<file path="src/rtl/psum_pkg.sv">
// Shared types for the partial-sum buffer: FSM state encoding, default word width,
// and the address-width helper.
package psum_pkg;

    typedef enum logic [1:0] {
        ST_IDLE  = 2'd0,
        ST_ACCUM = 2'd1,
        ST_DRAIN = 2'd2
    } state_t;

    localparam int PSUM_DW = 25;

    function automatic int addr_width(input int depth);
        return (depth > 1) ? $clog2(depth) : 1;
    endfunction

endpackage

</file>
<file path="src/rtl/psum_buf_ram.sv">
// Simple dual-port storage for psum words: synchronous write, synchronous one-cycle read.
// The read register only updates on re, so it holds its word between reads.
module psum_buf_ram
    import psum_pkg::*;
#(
    parameter int DATA_WIDTH = PSUM_DW,
    parameter int DEPTH      = 64,
    parameter int AW         = addr_width(DEPTH)
) (
    input  logic                  clk,
    input  logic                  we,
    input  logic [AW-1:0]         waddr,
    input  logic [DATA_WIDTH-1:0] wdata,
    input  logic                  re,
    input  logic [AW-1:0]         raddr,
    output logic [DATA_WIDTH-1:0] rdata
);

    logic [DATA_WIDTH-1:0] mem [DEPTH];

    always_ff @(posedge clk) begin
        if (we)
            mem[waddr] <= wdata;
        if (re)
            rdata <= mem[raddr];
    end

endmodule

</file>
<file path="src/rtl/psum_buffer.sv">
// Partial-sum feedback buffer: replays stored psums to the adder on each input-channel pass
// and drains final sums after the last pass. Define PSUM_BUF_RELU_EN to clamp drained words at 0.
module psum_buffer
    import psum_pkg::*;
#(
    parameter int DATA_WIDTH = PSUM_DW,
    parameter int DEPTH      = 64,
    parameter int AW         = addr_width(DEPTH)
) (
    input  logic                  clk,
    input  logic                  rst,
    input  logic                  start,
    input  logic [AW:0]           cfg_len,
    input  logic [7:0]            cfg_passes,
    input  logic                  rd_req,
    output logic [DATA_WIDTH-1:0] fifo_data,
    input  logic                  wr_valid,
    input  logic [DATA_WIDTH-1:0] wr_data,
    output logic                  drain_valid,
    input  logic                  drain_ready,
    output logic [DATA_WIDTH-1:0] drain_data,
    output logic                  busy,
    output logic                  done,
    output logic                  err_ovf,
    output logic                  err_unf
);

    state_t                state;
    logic [AW:0]           len;
    logic [7:0]            passes;
    logic [7:0]            pass;
    logic [AW:0]           count;
    logic [AW:0]           wr_cnt;
    logic [AW:0]           rd_cnt;
    logic [AW:0]           issued;
    logic [AW-1:0]         wr_ptr;
    logic [AW-1:0]         rd_ptr;
    logic                  fifo_zero;
    logic                  q_valid;
    logic [DATA_WIDTH-1:0] ram_q;
    logic [DATA_WIDTH-1:0] drain_word;

    logic          in_accum, in_drain, full, empty;
    logic          pop, push, issue, load_out, out_fire, ram_re;
    logic [AW:0]   last_idx;
    logic [AW-1:0] rd_ptr_nxt, wr_ptr_nxt;

    assign in_accum   = (state == ST_ACCUM);
    assign in_drain   = (state == ST_DRAIN);
    assign full       = (count == len);
    assign empty      = (count == '0);
    assign last_idx   = len - (AW+1)'(1);
    // Pointers wrap at the tile length, not at DEPTH.
    assign rd_ptr_nxt = ({1'b0, rd_ptr} == last_idx) ? '0 : rd_ptr + AW'(1);
    assign wr_ptr_nxt = ({1'b0, wr_ptr} == last_idx) ? '0 : wr_ptr + AW'(1);

    assign pop      = in_accum && rd_req && (pass != 8'd0) && !empty;
    assign push     = in_accum && wr_valid && !full;
    assign out_fire = drain_valid && drain_ready;
    // RAM read register acts as a prefetch stage ahead of the output register.
    assign load_out = in_drain && q_valid && (!drain_valid || drain_ready);
    assign issue    = in_drain && (issued != len) && (!q_valid || load_out);
    assign ram_re   = pop || issue;

    assign fifo_data = fifo_zero ? '0 : ram_q;

`ifdef PSUM_BUF_RELU_EN
    assign drain_word = ram_q[DATA_WIDTH-1] ? '0 : ram_q;
`else
    assign drain_word = ram_q;
`endif

    psum_buf_ram #(
        .DATA_WIDTH(DATA_WIDTH),
        .DEPTH     (DEPTH),
        .AW        (AW)
    ) u_ram (
        .clk  (clk),
        .we   (push),
        .waddr(wr_ptr),
        .wdata(wr_data),
        .re   (ram_re),
        .raddr(rd_ptr),
        .rdata(ram_q)
    );

    always_ff @(posedge clk or posedge rst) begin
        if (rst) begin
            state       <= ST_IDLE;
            len         <= '0;
            passes      <= '0;
            pass        <= '0;
            count       <= '0;
            wr_cnt      <= '0;
            rd_cnt      <= '0;
            issued      <= '0;
            wr_ptr      <= '0;
            rd_ptr      <= '0;
            fifo_zero   <= 1'b1;
            q_valid     <= 1'b0;
            drain_valid <= 1'b0;
            drain_data  <= '0;
            busy        <= 1'b0;
            done        <= 1'b0;
            err_ovf     <= 1'b0;
            err_unf     <= 1'b0;
        end else begin
            done <= 1'b0;
            unique case (state)
                ST_IDLE: begin
                    if (start) begin
                        state     <= ST_ACCUM;
                        busy      <= 1'b1;
                        len       <= cfg_len;
                        passes    <= cfg_passes;
                        pass      <= '0;
                        count     <= '0;
                        wr_cnt    <= '0;
                        wr_ptr    <= '0;
                        rd_ptr    <= '0;
                        fifo_zero <= 1'b1;
                        q_valid   <= 1'b0;
                        err_ovf   <= 1'b0;
                        err_unf   <= 1'b0;
                    end
                end
                ST_ACCUM: begin
                    if (rd_req) begin
                        if (pass == 8'd0) begin
                            fifo_zero <= 1'b1;
                        end else if (empty) begin
                            fifo_zero <= 1'b1;
                            err_unf   <= 1'b1;
                        end else begin
                            fifo_zero <= 1'b0;
                            rd_ptr    <= rd_ptr_nxt;
                        end
                    end
                    if (wr_valid) begin
                        if (full)
                            err_ovf <= 1'b1;
                        else
                            wr_ptr <= wr_ptr_nxt;
                        // Dropped words still count so pass sequencing stays aligned with the adder.
                        if (wr_cnt == last_idx) begin
                            wr_cnt <= '0;
                            if (pass == passes - 8'd1) begin
                                state   <= ST_DRAIN;
                                issued  <= '0;
                                rd_cnt  <= '0;
                                q_valid <= 1'b0;
                            end else begin
                                pass <= pass + 8'd1;
                            end
                        end else begin
                            wr_cnt <= wr_cnt + (AW+1)'(1);
                        end
                    end
                    if (push && !pop)
                        count <= count + (AW+1)'(1);
                    else if (pop && !push)
                        count <= count - (AW+1)'(1);
                end
                ST_DRAIN: begin
                    if (issue) begin
                        rd_ptr <= rd_ptr_nxt;
                        issued <= issued + (AW+1)'(1);
                        if (!empty)
                            count <= count - (AW+1)'(1);
                    end
                    q_valid <= issue || (q_valid && !load_out);
                    if (load_out) begin
                        drain_valid <= 1'b1;
                        drain_data  <= drain_word;
                    end else if (out_fire) begin
                        drain_valid <= 1'b0;
                    end
                    if (out_fire) begin
                        if (rd_cnt == last_idx) begin
                            state <= ST_IDLE;
                            busy  <= 1'b0;
                            done  <= 1'b1;
                        end else begin
                            rd_cnt <= rd_cnt + (AW+1)'(1);
                        end
                    end
                end
                default: begin
                    state <= ST_IDLE;
                    busy  <= 1'b0;
                end
            endcase
        end
    end

endmodule
</file>
<file path="config.mk">
export PLATFORM = sky130hd
export DESIGN_NAME = psum_buffer
export DESIGN_NICKNAME = d
export VERILOG_FILES = /design/src/rtl/psum_pkg.sv /design/src/rtl/psum_buf_ram.sv /design/src/rtl/psum_buffer.sv
export SDC_FILE = /design/constraint.sdc
export NUM_CORES = 2
export LEC_CHECK = 0
export ABC_AREA = 0
export BUFFER_PORTS_ARGS = -buffer_cell sky130_fd_sc_hd__buf_2
export CELL_PAD_IN_SITES_DETAIL_PLACEMENT = 2
export CELL_PAD_IN_SITES_GLOBAL_PLACEMENT = 2
export CORE_ASPECT_RATIO = 1.1
export CORE_MARGIN = 3
export CORE_UTILIZATION = 50
export CTS_BUF_LIST = sky130_fd_sc_hd__clkbuf_4 sky130_fd_sc_hd__clkbuf_8
export CTS_CLUSTER_DIAMETER = 50
export CTS_CLUSTER_SIZE = 14
export DETAILED_ROUTE_END_ITERATION = 16
export GPL_TIMING_DRIVEN = 0
export PLACE_DENSITY = 0.89
export SYNTH_ARGS = -nofsm -noshare
export SYNTH_HDL_FRONTEND = slang
export SYNTH_SLANG_ARGS = --single-unit
export TNS_END_PERCENT = 20
</file>
<file path="constraint.sdc">
create_clock -name clk -period 5.6 [get_ports clk]
set_clock_uncertainty 0.1 [all_clocks]
set_input_delay 0.56 -clock clk [delete_from_list [all_inputs] [get_ports clk]]
set_output_delay 0.56 -clock clk [all_outputs]
set_load 0.01 [all_outputs]
</file>
==> run metrics <==
Starting Density=between 50% and 60%; Mapped Cells=approximately 3,000; post-DP HPWL=approximately 180,000 microns; share of layout cells above drive strength 1=31.7%; P&R area growth vs syn=13.0%; failing checks=max-capacitance violations, max-slew violations; gpl congestion=~0.88; port bufs=99; slowest cell on the critical path=nand4_1; GRT overflow=0; WP data required=~6200 ps; clk root buf=clkbuf_8; clk sinks=1,722; Reg clk slew, reported paths=approximately 100 ps; Tightest Pin Transition=1510 ps; 1st-pass router iterations=6; syn_area_per_cell=~23 sq um; Synth Flop Type=edfxtp_1; largest net degree at the start of global routing=65; CTS tree=yes; GRT Overall Usage=a little over two fifths; via count=40,800; final worst-path cycle share=a little over nine tenths; Worst R2R Setup Slack=90 ps; nets=about 3,400; kind of critical path=flop to flop; yosys warns=0; Routed Antenna Nets=0; overall die height=between 300 and 400 microns; total setup buffers inserted after CTS=0; RSZ-0062 raised after global routing=no; Max clock buf depth=3; htree depth=4; Routed WL=about 300,000 microns; Iteration-0 DRC Markers=between 7,000 and 8,000; final hold slack=about 37 ps; LEAKAGE=around 23 nW; max-cap violation count=1; CP Launch Type=flop; Final Max Tran Viols=11; Final Hold Viols=0; ys async rst share=around 5.6%; Worst EP arrival=slightly above 6000 ps; vias per inst=7.71; worst rel slew slack=-0.514%; critical path peak fanout=16; antenna violations before repair=55; Synth cell types=79; # rows=140; type of the most critical hold path=primary input to flop; Post-synth EDFFs=around 1,600; setup TNS after final layout=0 ps; sequential area share after synthesis=roughly 76%; I/O Pins=101; clock period minus worst slack=between 5000 and 6000 ps; Die Area=0.140 sq mm; syn nets=about 3,100; first-pass GRT wire length=a little under 400,000 microns; per-cell routed wire length=approximately 56 microns; Seq cells post-synth=about 1,700; Synth Cell Area=about 0.068 sq mm; peak per-stage delay on the critical path=around 1100 ps; Setup violations, final=0; Worst VDD drop=between 0.0003 and 0.0004 V; die extent in x=around 360 microns; Pwr Density=around 440 mW/mm^2; outcome=finished, violations left; CP most frequent cell=nand4_1; Core ar.=around 0.13 sq mm; max frequency=approximately 180 MHz; Clock Latency Late Sink=a little over 1000 ps; TritonCTS buffer count=164; DR DRC count=0; vias in the first global route=40,400; CP endpoint kind=flop; crit-path cells=clkbuf_1 > xnor2_1 > nand4_1 > nor2_1 > nor3_2 > nand4_1 > nor2_4 > buf_16
==> metal layers <==
metal  track usage, %  vias to the layer above  part of all wire [%]
met2             66.1                     4487                    47
met4             29.4                       28                   9.2
met5            0.947                        -                 0.080
met1             51.1                    21600                    32
li1                 -                    13400                     -
met3             13.3                     1312                    12
==> report_power, final <==
group | switching, W | internal, W | total (W) | leakage (nW)
Combinational | 0.00611 | 0.00344 | 0.00955 | 5.74
Clock | 0.00527 | 0.00373 | 0.00900 | 1.75
Sequential | 0.000457 | 0.0145 | 0.0149 | 15.9
==> critical path, delay by kind of cell (launching register included) <==
family	cells	cell delay [ps]
simple gates	5	3240
flops	1	380
xor+xnor	1	320
buf+inv	2	1110
==> synth_stat cells, types with 16 or more instances <==
master	count	area (sq um)
buf_1	41	154
nand2_1	49	184
o21ai_0	48	240
xnor2_1	23	201
inv_1	24	90.1
nor3_1	16	80.1
mux4_2	525	11800
nor2_1	104	390
xor2_1	23	201
mux2_2	44	495
nor2b_1	29	181
clkbuf_1	115	432
dfrtp_1	96	2400
ha_1	17	213
edfxtp_1	1625	48800
nand3_1	35	175
==> cell usage in the layout, fill, tap and decap left out, types with 26 or more instances in the layout <==
cell	synthesis	final
buf_12	0	28
dfrtp_1	96	96
clkbuf_8	0	169
clkbuf_4	0	28
o21ai_0	48	47
diode_2	0	34
nor2_1	104	42
buf_4	2	26
clkbuf_1	115	112
dlygate4sd3_1	0	30
mux2_2	44	44
nand3_1	35	34
buf_1	41	39
edfxtp_1	1625	1625
nor2b_1	29	29
buf_2	3	81
nor2_4	0	62
nand2_1	49	48
buf_16	0	38
mux4_2	525	525
==> path summary, 6_finish.rpt <==
check                      depth (start not counted)           endpoint            from
max                                                8  u_ram.mem[62][14]          len[5]
min                                                2   u_ram.mem[33][6]      wr_data[6]
max reg2reg                                        8  u_ram.mem[62][14]          len[5]
min reg2reg                                        1      drain_data[3]  u_ram.rdata[3]
max in group asynchronous                          4          rd_cnt[1]             rst
min in group asynchronous                          3          passes[7]             rst
==> metrics by stage <==
step	setup slack (ps)	instances	util, %	total power [W]	area [sq um]
2_1_floorplan	865	2998	-	0.0199	67600
3_3_place_gp	-2740	4872	52.8	0.0227	70300
3_5_place_dp	25.2	4931	54.1	0.0237	72200
4_1_cts	92.8	5234	56.9	0.0327	75800
5_1_grt	118	5263	57.3	0.0339	76300
6_report	92.9	5293	57.3	0.0335	76400
==> cell families after synthesis <==
group,Yosys count,synth area share [%]
DFF,1722,75.8
AOI/OAI and AO/OA,136,1.38
adders and majority gates,17,0.315
and+or+nand+nor,307,2.31
buffers and inverters,189,1.10
muxes,573,18.3
xor gates and xnor gates,54,0.866
==> final cells by class <==
cell class	instances	area, sq um
flip-flops and latches	1722	51200
repair buffers	202	2530
inverters	25	96.3
diodes	34	85.1
clock buffers	197	2540
fillers	10600	56900
plain buffers	164	656
well taps	1775	2220
clock inverters	86	895
multi-input cells	1088	16200
==> repair_timing <==
action / 4_1_cts / 5_1_grt
endpoints found under the setup margin: 178 / 0
hold buffers: 19 / 11
gates resized for setup: 2 / 0
hold endpoints to repair: 67 / 145
==> flip-flops by register name, summed over array words and instances (netlist names), 7 cells and up <==
signal       cells
passes           8
len              7
drain_data      25
pass             8
u_ram.rdata     25
u_ram.mem     1600
issued           7
count            7
wr_cnt           7
rd_cnt           7
Note: power is estimated with default switching activity, not from simulation.
